[config.mk]
export PLATFORM = sky130hd
export DESIGN_NAME = time_display
export DESIGN_NICKNAME = d
export VERILOG_FILES = /design/src/rtl/time_display_pkg.sv /design/src/rtl/time_display_seg7_decode.sv /design/src/rtl/time_display.sv
export SDC_FILE = /design/constraint.sdc
export NUM_CORES = 1
export LEC_CHECK = 0
export BUFFER_PORTS_ARGS = -buffer_cell sky130_fd_sc_hd__buf_2
export CAP_MARGIN = 20
export CORE_MARGIN = 2
export CORE_UTILIZATION = 40
export CTS_CLUSTER_SIZE = 10
export DETAILED_ROUTE_END_ITERATION = 12
export SETUP_SLACK_MARGIN = 0.02
export SYNTH_ARGS = -nofsm -noshare
export SYNTH_HDL_FRONTEND = slang
export SYNTH_SLANG_ARGS = --single-unit
[constraint.sdc]
create_clock -name i_clk -period 3 [get_ports i_clk]
set_input_delay 0.75 -clock i_clk [delete_from_list [all_inputs] [get_ports i_clk]]
set_output_delay 0.75 -clock i_clk [all_outputs]
set_load 0.005 [all_outputs]
[src/rtl/time_display_pkg.sv]
// Shared types and constants for the time display: page encoding, scan
// states, segment glyphs and the pin polarity of the LED digits.
package time_display_pkg;

  typedef enum logic [1:0] {
    PAGE_HH = 2'd0,
    PAGE_MM = 2'd1,
    PAGE_SS = 2'd2
  } page_e;

  typedef enum logic {
    ST_BLANK = 1'b0,
    ST_DRIVE = 1'b1
  } scan_state_e;

  // Snapshot of the time inputs, held for one whole three-digit frame.
  typedef struct packed {
    logic       pm;
    logic [7:0] hh;
    logic [7:0] mm;
    logic [7:0] ss;
  } frame_t;

  // Segment and anode pins are both driven low to light.
  localparam logic ACTIVE_LOW = 1'b1;

  // Logical (1 = lit) glyphs, bit order {g,f,e,d,c,b,a}.
  localparam logic [6:0] SEG7_BLANK = 7'h00;
  localparam logic [6:0] SEG7_DASH  = 7'h40;
  localparam logic [6:0] SEG7_UNDER = 7'h08;
  localparam logic [6:0] SEG7_A     = 7'h77;
  localparam logic [6:0] SEG7_P     = 7'h73;

  // Entry n holds the glyph for decimal digit n.
  localparam logic [9:0][6:0] SEG7_DIGITS = {
    7'h6F, 7'h7F, 7'h07, 7'h7D, 7'h6D,
    7'h66, 7'h4F, 7'h5B, 7'h06, 7'h3F
  };

  // Pin value for a dark digit.
  localparam logic [7:0] SEG_PINS_OFF = ACTIVE_LOW ? 8'hFF : 8'h00;
  localparam logic [2:0] AN_PINS_OFF  = ACTIVE_LOW ? 3'b111 : 3'b000;

  // Convert a logical glyph plus decimal point into {dp,g,f,e,d,c,b,a} pins.
  function automatic logic [7:0] seg_pins(input logic dp, input logic [6:0] segs);
    return ACTIVE_LOW ? ~{dp, segs} : {dp, segs};
  endfunction

  // Anode pins enabling exactly one digit; bit 2 is the leftmost digit.
  function automatic logic [2:0] an_pins(input logic [1:0] idx);
    logic [2:0] onehot;
    onehot = 3'b001 << idx;
    return ACTIVE_LOW ? ~onehot : onehot;
  endfunction

  // Page shown while a field is being edited.
  function automatic page_e page_for_sel(input logic [1:0] sel);
    case (sel)
      2'd0:    return PAGE_SS;
      2'd1:    return PAGE_MM;
      default: return PAGE_HH;
    endcase
  endfunction

endpackage

[src/rtl/time_display_seg7_decode.sv]
// BCD nibble to logical 7-segment glyph; nibbles above 9 render as a dash.
module seg7_decode
  import time_display_pkg::*;
(
  input  logic [3:0] i_nibble,
  output logic [6:0] o_segs
);

  // Pure lookup; invalid codes are shown, not corrected.
  always_comb begin
    o_segs = SEG7_DASH;
    if (i_nibble <= 4'd9) o_segs = SEG7_DIGITS[i_nibble];
  end

endmodule

[src/rtl/time_display.sv]
// Three-digit multiplexed time display with rotating HH/MM/SS pages,
// a per-frame input snapshot and blink feedback while editing.
module time_display
  import time_display_pkg::*;
#(
  parameter int P_PAGE_SECS = 2
) (
  input  logic       i_clk,
  input  logic       i_reset,
  input  logic       i_tick_scan,
  input  logic       i_pulse_n,
  input  logic       i_wr,
  input  logic [1:0] i_sel,
  input  logic       i_pm,
  input  logic [7:0] i_hh,
  input  logic [7:0] i_mm,
  input  logic [7:0] i_ss,
  output logic [7:0] o_seg,
  output logic [2:0] o_an
);

  localparam logic [3:0] LAST_CNT = 4'(P_PAGE_SECS - 1);

  scan_state_e state_q, state_d;
  logic        adv_q, adv_d;
  logic [1:0]  idx_q, idx_d;
  frame_t      frame_q, frame_d;
  logic [7:0]  seg_q, seg_d;
  logic [2:0]  an_q, an_d;
  page_e       page_q, page_d;
  logic [3:0]  cnt_q, cnt_d;
  logic        hidden_q, hidden_d;
  logic [1:0]  sel_q, sel_d;

  logic [1:0]  idx_nxt;
  logic        enter_drive;
  frame_t      live, cur;
  logic [7:0]  field;
  logic [3:0]  nibble;
  logic [6:0]  nib_segs;
  logic [6:0]  glyph;
  logic        hide_lo, hide_hi;
  logic [7:0]  digit_pins;

  assign live = '{pm: i_pm, hh: i_hh, mm: i_mm, ss: i_ss};

  seg7_decode u_seg7_decode (
    .i_nibble (nibble),
    .o_segs   (nib_segs)
  );

  // Render the glyph for the digit about to be driven.
  // NOTE: every always_comb output gets a default first so no path leaves it unassigned and infers a latch.
  always_comb begin
    idx_nxt = (idx_q == 2'd2) ? 2'd0 : idx_q + 2'd1;
    // Digit 0 opens a frame and is rendered from the values being captured.
    cur     = (idx_nxt == 2'd0) ? live : frame_q;
    field   = cur.ss;
    glyph   = SEG7_UNDER;
    case (page_q)
      PAGE_HH: begin
        field = cur.hh;
        glyph = cur.pm ? SEG7_P : SEG7_A;
      end
      PAGE_MM: begin
        field = cur.mm;
        glyph = SEG7_DASH;
      end
      default: begin
        field = cur.ss;
        glyph = SEG7_UNDER;
      end
    endcase
    nibble  = (idx_nxt == 2'd0) ? field[3:0] : field[7:4];
    hide_lo = hidden_q && i_wr && (i_sel != 2'd3);
    hide_hi = hidden_q && i_wr && (i_sel == 2'd3);
    if (idx_nxt == 2'd2) begin
      digit_pins = hide_hi ? SEG_PINS_OFF : seg_pins(1'b0, glyph);
    end else begin
      digit_pins = hide_lo ? SEG_PINS_OFF
                 : seg_pins((idx_nxt == 2'd1) && (page_q == PAGE_HH), nib_segs);
    end
  end

  // Scan FSM: a tick blanks for one cycle, then the next digit is driven.
  always_comb begin
    state_d     = state_q;
    idx_d       = idx_q;
    frame_d     = frame_q;
    seg_d       = seg_q;
    an_d        = an_q;
    adv_d       = i_tick_scan;
    enter_drive = (state_q == ST_BLANK) && adv_q && !i_tick_scan;
    if (i_tick_scan) begin
      state_d = ST_BLANK;
      seg_d   = SEG_PINS_OFF;
      an_d    = AN_PINS_OFF;
    end else if (enter_drive) begin
      state_d = ST_DRIVE;
      idx_d   = idx_nxt;
      seg_d   = digit_pins;
      an_d    = an_pins(idx_nxt);
      if (idx_nxt == 2'd0) frame_d = live;
    end
  end

  // Page rotation in run mode; page follows the edited field in edit mode.
  always_comb begin
    page_d = page_q;
    cnt_d  = cnt_q;
    if (i_wr) begin
      page_d = page_for_sel(i_sel);
      cnt_d  = 4'd0;
    end else if (i_pulse_n) begin
      if (cnt_q >= LAST_CNT) begin
        cnt_d = 4'd0;
        case (page_q)
          PAGE_HH: page_d = PAGE_MM;
          PAGE_MM: page_d = PAGE_SS;
          default: page_d = PAGE_HH;
        endcase
      end else begin
        cnt_d = cnt_q + 4'd1;
      end
    end
  end

  // Blink phase: toggles per second while editing, visible otherwise.
  always_comb begin
    sel_d    = i_sel;
    hidden_d = hidden_q;
    if (!i_wr || (i_sel != sel_q)) hidden_d = 1'b0;
    else if (i_pulse_n)            hidden_d = ~hidden_q;
  end

  // State registers with synchronous reset taking priority over all strobes.
  // NOTE: sequential state uses non-blocking assignments so every flop samples pre-edge values.
  always_ff @(posedge i_clk) begin
    if (i_reset) begin
      state_q  <= ST_BLANK;
      adv_q    <= 1'b0;
      idx_q    <= 2'd2;
      frame_q  <= '0;
      seg_q    <= SEG_PINS_OFF;
      an_q     <= AN_PINS_OFF;
      page_q   <= PAGE_HH;
      cnt_q    <= 4'd0;
      hidden_q <= 1'b0;
      sel_q    <= 2'd0;
    end else begin
      state_q  <= state_d;
      adv_q    <= adv_d;
      idx_q    <= idx_d;
      frame_q  <= frame_d;
      seg_q    <= seg_d;
      an_q     <= an_d;
      page_q   <= page_d;
      cnt_q    <= cnt_d;
      hidden_q <= hidden_d;
      sel_q    <= sel_d;
    end
  end

  assign o_seg = seg_q;
  assign o_an  = an_q;

endmodule

-- Word-level counts from Yosys, hierarchy flattened
Memories as Yosys holds them, arrays and structs flattened.
Index checks and enable logic that the tools add are counted.
- bitwise gates (word level): 6
- reductions and logical operators: 19
- shift operators: 1
- div/mod/pow operators: 0
- magnitude comparators: 3
- multiplexer cells: 17
- equal/unequal tests: 8
- add/subtract/negate cells: 2
- multipliers: 0
- operators with widths (kind ; count):
    25-bit two-way mux ; 1
    8-bit two-way mux ; 3
    8-bit case mux with 2 select lines ; 1
    7-bit two-way mux ; 2
    7-bit case mux with 2 select lines ; 1
    2-bit two-way mux ; 4
    4-bit two-way mux ; 2
    7-bit NOT with 8-bit output ; 1
    8-bit NOT ; 1
    2-bit case mux with 2 select lines ; 2
    2-bit by 1-bit == test with 1-bit output (second input constant) ; 3
    2-bit == test (second input constant) ; 3
    1-bit logical AND ; 6
    2-bit logical NOT ; 3
    2-bit OR reduction ; 3
    4-bit by 5-bit less-than comparator with 1-bit output (second input constant) ; 1
    4-bit by 1-bit adder with 4-bit output (second input constant) ; 1
    4-bit by 1-bit >= comparator with 1-bit output (second input constant) ; 1
    4-bit less-or-equal comparator (second input constant) ; 1
    2-bit AND reduction ; 2
    2-bit nonzero test ; 2
    3-bit two-way mux ; 1
    1-bit NOT ; 3
    3-bit NOT ; 1
    6 further kinds ; 7
- memories kept: 1
- latch bits: 0
- RAM bits: 0
- logic and storage cells: 70
- memory bits (read-only): 112
- register bits after elaboration: 49
- output and inout port bits: 11
- memories (name ; depth ; bits a word ; read ports ; clocked after memory_dff ; wr ports ; line ; text):
    (no name shown) ; 16 ; 7 ; 1 ; 0 ; 0 ; time_display_seg7_decode.sv:12 ; if (i_nibble <= 4'd9) o_segs = SEG7_DIGITS[i_nibble];

-- Longest topological paths before layout
- depth after elaboration: 12
- mapped depth: 10
- depth with buffers taken out: 9

-- By module
A second synthesis with hierarchy kept.
- cell total of the unflattened synthesis: 221
- area, all modules: 1970.6 um^2
- modules (own cells, without submodules) (module ; sequential area each (um^2) ; area each (um^2) ; cells an instance ; times used):
    time_display ; 740.7 ; 1788.0 ; 195 ; 1
    seg7_decode ; 0.0 ; 182.7 ; 26 ; 1

-- Worst setup path after synthesis
Ideal clock, no wire load.
- path type: input port to flip-flop
- start: input i_mm[1]
- end: register seg_q[4] (netlist: o_seg[4])
- cell stages on the path: 9
- path buffers: 0
- arrival: 2310 ps
- slack: 549 ps
- required time: 2860 ps
- path through: mux4_2 -> mux2_4 -> inv_1 -> ha_1 -> inv_1 -> a2111oi_2 -> a21oi_1 -> o21ai_1 -> nand3_1
- word-level cells in the longest chain between the ends: 9
- ends and longest elaborated chain (what ; line ; text):
    from (decl) ; time_display.sv:16 ; input logic [7:0] i_mm,
    25-bit two-way mux * ; n/a ;
    8-bit case mux with 2 select lines * ; time_display.sv:60 ; case (page_q)
    4-bit two-way mux * ; time_display.sv:74 ; nibble = (idx_nxt == 2'd0) ? field[3:0] : field[7:4];
    memory read 16 x 7 bit ; n/a ;
    7-bit two-way mux (not written as such) ; time_display_seg7_decode.sv:12 ;
    7-bit two-way mux * ; time_display_seg7_decode.sv:12 ;
    8-bit NOT * ; time_display_pkg.sv:46 ; return ACTIVE_LOW ? ~{dp, segs} : {dp, segs};
    8-bit two-way mux * ; time_display.sv:80 ; digit_pins = hide_lo ? SEG_PINS_OFF
    8-bit two-way mux * ; time_display.sv:77 ; if (idx_nxt == 2'd2) begin
    to (signal assigned) ; time_display.sv:155 ; seg_q <= seg_d;
    to (decl) ; time_display.sv:28 ; logic [7:0] seg_q, seg_d;
Mark *: on every way between the ends. The rest lies on a longest branch, timed or not. The select of a mux whose other input is x is not followed.
A chain may end at the register's enable or synchronous reset.

-- Worst setup path in the final report
- start: register idx_q[1]
- end: register seg_q[3] (netlist: o_seg[3])
- word-level cells in the longest chain between the ends: 12
- ends and longest elaborated chain (what ; line ; text):
    from (decl) ; time_display.sv:26 ; logic [1:0] idx_q, idx_d;
    from (signal assigned) ; time_display.sv:153 ; idx_q <= idx_d;
    2-bit by 1-bit adder with 2-bit output / 2-bit == test (equally long branches) ; time_display.sv:55 ; idx_nxt = (idx_q == 2'd2) ? 2'd0 : idx_q + 2'd1;
    2-bit two-way mux * ; time_display.sv:55 ;
    2-bit logical NOT ; time_display.sv:57, time_display.sv:74 ;
    25-bit two-way mux ; n/a ;
    8-bit case mux with 2 select lines ; time_display.sv:60 ;
    4-bit two-way mux ; time_display.sv:74 ;
    memory read 16 x 7 bit ; n/a ;
    7-bit two-way mux (not written as such) ; time_display_seg7_decode.sv:12 ;
    7-bit two-way mux ; time_display_seg7_decode.sv:12 ;
    8-bit NOT ; time_display_pkg.sv:46 ;
    8-bit two-way mux ; time_display.sv:80 ;
    8-bit two-way mux * ; time_display.sv:77 ;
Marks and branches as above.

==> out/results.tsv <==
metric	value	unit
max-cap viol count	0	
Ys Warns	0	
worst-path fanout max	12	
Post-Syn Nets	260	
chip height	72.4	microns
WL/cell	12.9	microns
CTS Buffer Depth	2	
drt via density	5.13	
fmax	422	MHz
CTS H-tree lvls	2	
Worst Setup End Kind	flop	
top_reg_cell synth	dfxtp_1	
commonest non-fill, non-tap cell in the layout	nand2_1	
Row Count	24	
CTS resizes	0	
RePlAce Congestion	0.847	
fin worst setup slack	629	ps
leakage power	0.937	nW
r2r setup slk	630	ps
most frequent cells in the layout	nand2_1 (44), buf_2 (42), dfxtp_1 (37)	
sequential fraction of the synthesis area	39.5	%
r2r endpoint	o_seg[3]	
Post-synth EDFFs	0	
reg2reg start	idx_q[1]	
CP arrival	2540	ps
Synth Area in Compound Gates	15.7	%
CTS sink cnt	37	
Num CTS Buffers	5	
1st-iter DRT viols	56	
mux contribution to synthesized area	13.4	%
Mapped Cells	222	
layout cell share with drive strength beyond 1	26.1	%
Tcrit/Tclk final	79.0	%
GRT overflow	0	
vias in the first global route	1493	
WP buf/inv	3	
most used cell, CP	inv_1	
DPL Wire Length	2890	microns
final setup TNS	0	ps
Ports	43	
Max stage delay on crit path	460	ps
vias post-DR	1585	
delay-heaviest family, CP	multiplexers	
Routed Antenna Nets	0	
Buffers on Ports	42	
PwrDens	543	mW/mm^2
Hold Path Class	flop to flop	
r2r worst-path depth	10	
Worst path slowest cell	dfxtp_1	
Post-synth ARST share	0	%
status	finished clean	
drt pass-1 iters	4	
Synth Area in XOR/XNOR	1.40	%
Rel. slew slack	53.4	%
die extent in x	72.4	microns
Mean Syn Cell Area	8.44	sq um
GRT Overall Usage	16.7	%
pre-CTS setup slack	325	ps
post-synth cell types	39	
RSZ-0062 raised after global routing	no	
Clock transition at path regs	80	ps
mapped cell area	0.00187	sq mm
die area	0.00525	sq mm
Final Setup Violations	0	
min-delay src	frame_q[7]	
Max Transition Viols Final	0	
Residual DRC	0	
core footprint	0.00444	sq mm
final hold vios	0	
global-route wire length before repair	6900	microns
largest family of logic cells by synthesized area	simple AND/OR/NAND/NOR gates	
antenna violations before repair	0	
adder-cell share of the synthesized area	4.01	%
Seq cells post-synth	37	
Crit Path Class	flop to flop	
WL final	3990	microns
Hold-fix buffers, CTS	0	
largest net degree at the start of global routing	27	
Worst-Skew Late Latency	290	ps
Worst VDD drop	0.271	mV
clk_skew	4.91	ps
Post-CTS Repair Setup Buffers	0	
crit-path cells	buf_4 -> mux2_2 -> mux2_4 -> inv_1 -> ha_1 -> inv_1 -> o211ai_1 -> nand2_1 -> o21ai_0 -> nand3_1	
Hold Path Depth	2	
fin nets	294	
CTS tree	yes	
Critical Path Source Type	flop	
clock tree root buffer cell	clkbuf_8	
Data required, critical path	3170	ps
Synth Area in Simple Gates	20.2	%
Initial Utilization	42.1	%
Syn-to-layout area delta	18.9	%
worst slew pin tran	689	ps
fin crit period	2370	ps
Worst Hold End	frame_q[7]	
ANT cells	0	
## layout make-up
type                    instances  area [sq um]
multi-input cells             159          1020
fillers                       454          2220
flip-flops and latches         37           741
repair buffers                 45           233
well taps                      52          65.1
clock inverters                 3          65.1
inverters                       8          30.0
clock buffers                   5          68.8
## sequential cells by signal, indices dropped and copies added, names as in the netlist, 2 cells and up
name     flops
o_an         3
page_q       2
cnt_q        4
frame_q     13
sel_q        2
o_seg        8
idx_q        2
## worst reg2reg max path, delay by kind of cell, from the launching register on
family	cells	cell delay, ps
and+or+nand+nor	2	230
adders and majority gates	1	170
buffers and inverters	3	410
AOI/OAI and AO/OA	2	340
DFF	1	460
muxes	2	650
## kinds of logic after synthesis
group / after synthesis
and+or+nand+nor: 85
DFF: 37
xor gates and xnor gates: 3
buffers and inverters: 26
AOI/OAI and AO/OA: 48
adders and majority gates: 6
muxes: 17
## worst max-delay path by stage
stage,startpoint,to,cells past startpoint
after CTS,idx_q[1],o_seg[4],10
after global routing,idx_q[1],o_seg[4],10
after floorplan,i_mm[1],o_seg[4],9
final,idx_q[1],o_seg[3],10
after detailed placement,i_mm[1],o_seg[4],10
after global placement,i_mm[1],o_seg[4],10
## routing by layer
metal	global-route usage [%]	vias to the layer above	wire (microns)
li1	-	837	-
met1	22.6	703	2080
met2	25.7	40	1650
met3	4.17	5	219
met4	6.17	0	39
met5	0	-	0
## metrics by stage
step	hold WS [ps]	total power [mW]	std cells	cell area, sq um	util (%)
2_1_floorplan	432	0.660	222	1870	-
3_3_place_gp	442	0.709	301	2090	47.1
3_5_place_dp	447	0.708	301	2090	47.1
4_1_cts	458	1.22	309	2230	50.1
5_1_grt	480	1.27	309	2230	50.1
6_report	455	1.21	309	2230	50.1
## Yosys cell counts, drive strengths merged (2+ instances only)
cell type,count,area [sq um]
a31oi,3,18.8
ha,6,75.1
nor4b,2,17.5
o21ai,11,55.1
inv,8,30.0
mux2i,4,52.6
mux4,4,93.8
a21oi,19,95.1
o21a,2,15.0
nand2,44,165
dfxtp,37,741
xor2,3,26.3
nand3b,2,15.0
nor3,6,30.0
mux2,9,105
o31ai,2,15.0
o211ai,3,22.5
o32ai,2,17.5
nor2b,4,25.0
and3,2,12.5
nor2,13,48.8
nand3,9,45.0
clkbuf,14,52.6
buf,4,25.0
## power breakdown
group	internal, mW	switching (mW)
Clock	0.330	0.182
Sequential	0.506	0.0138
Combinational	0.0823	0.0950
Total	0.918	0.291
Note: power is estimated with default switching activity, not from simulation.
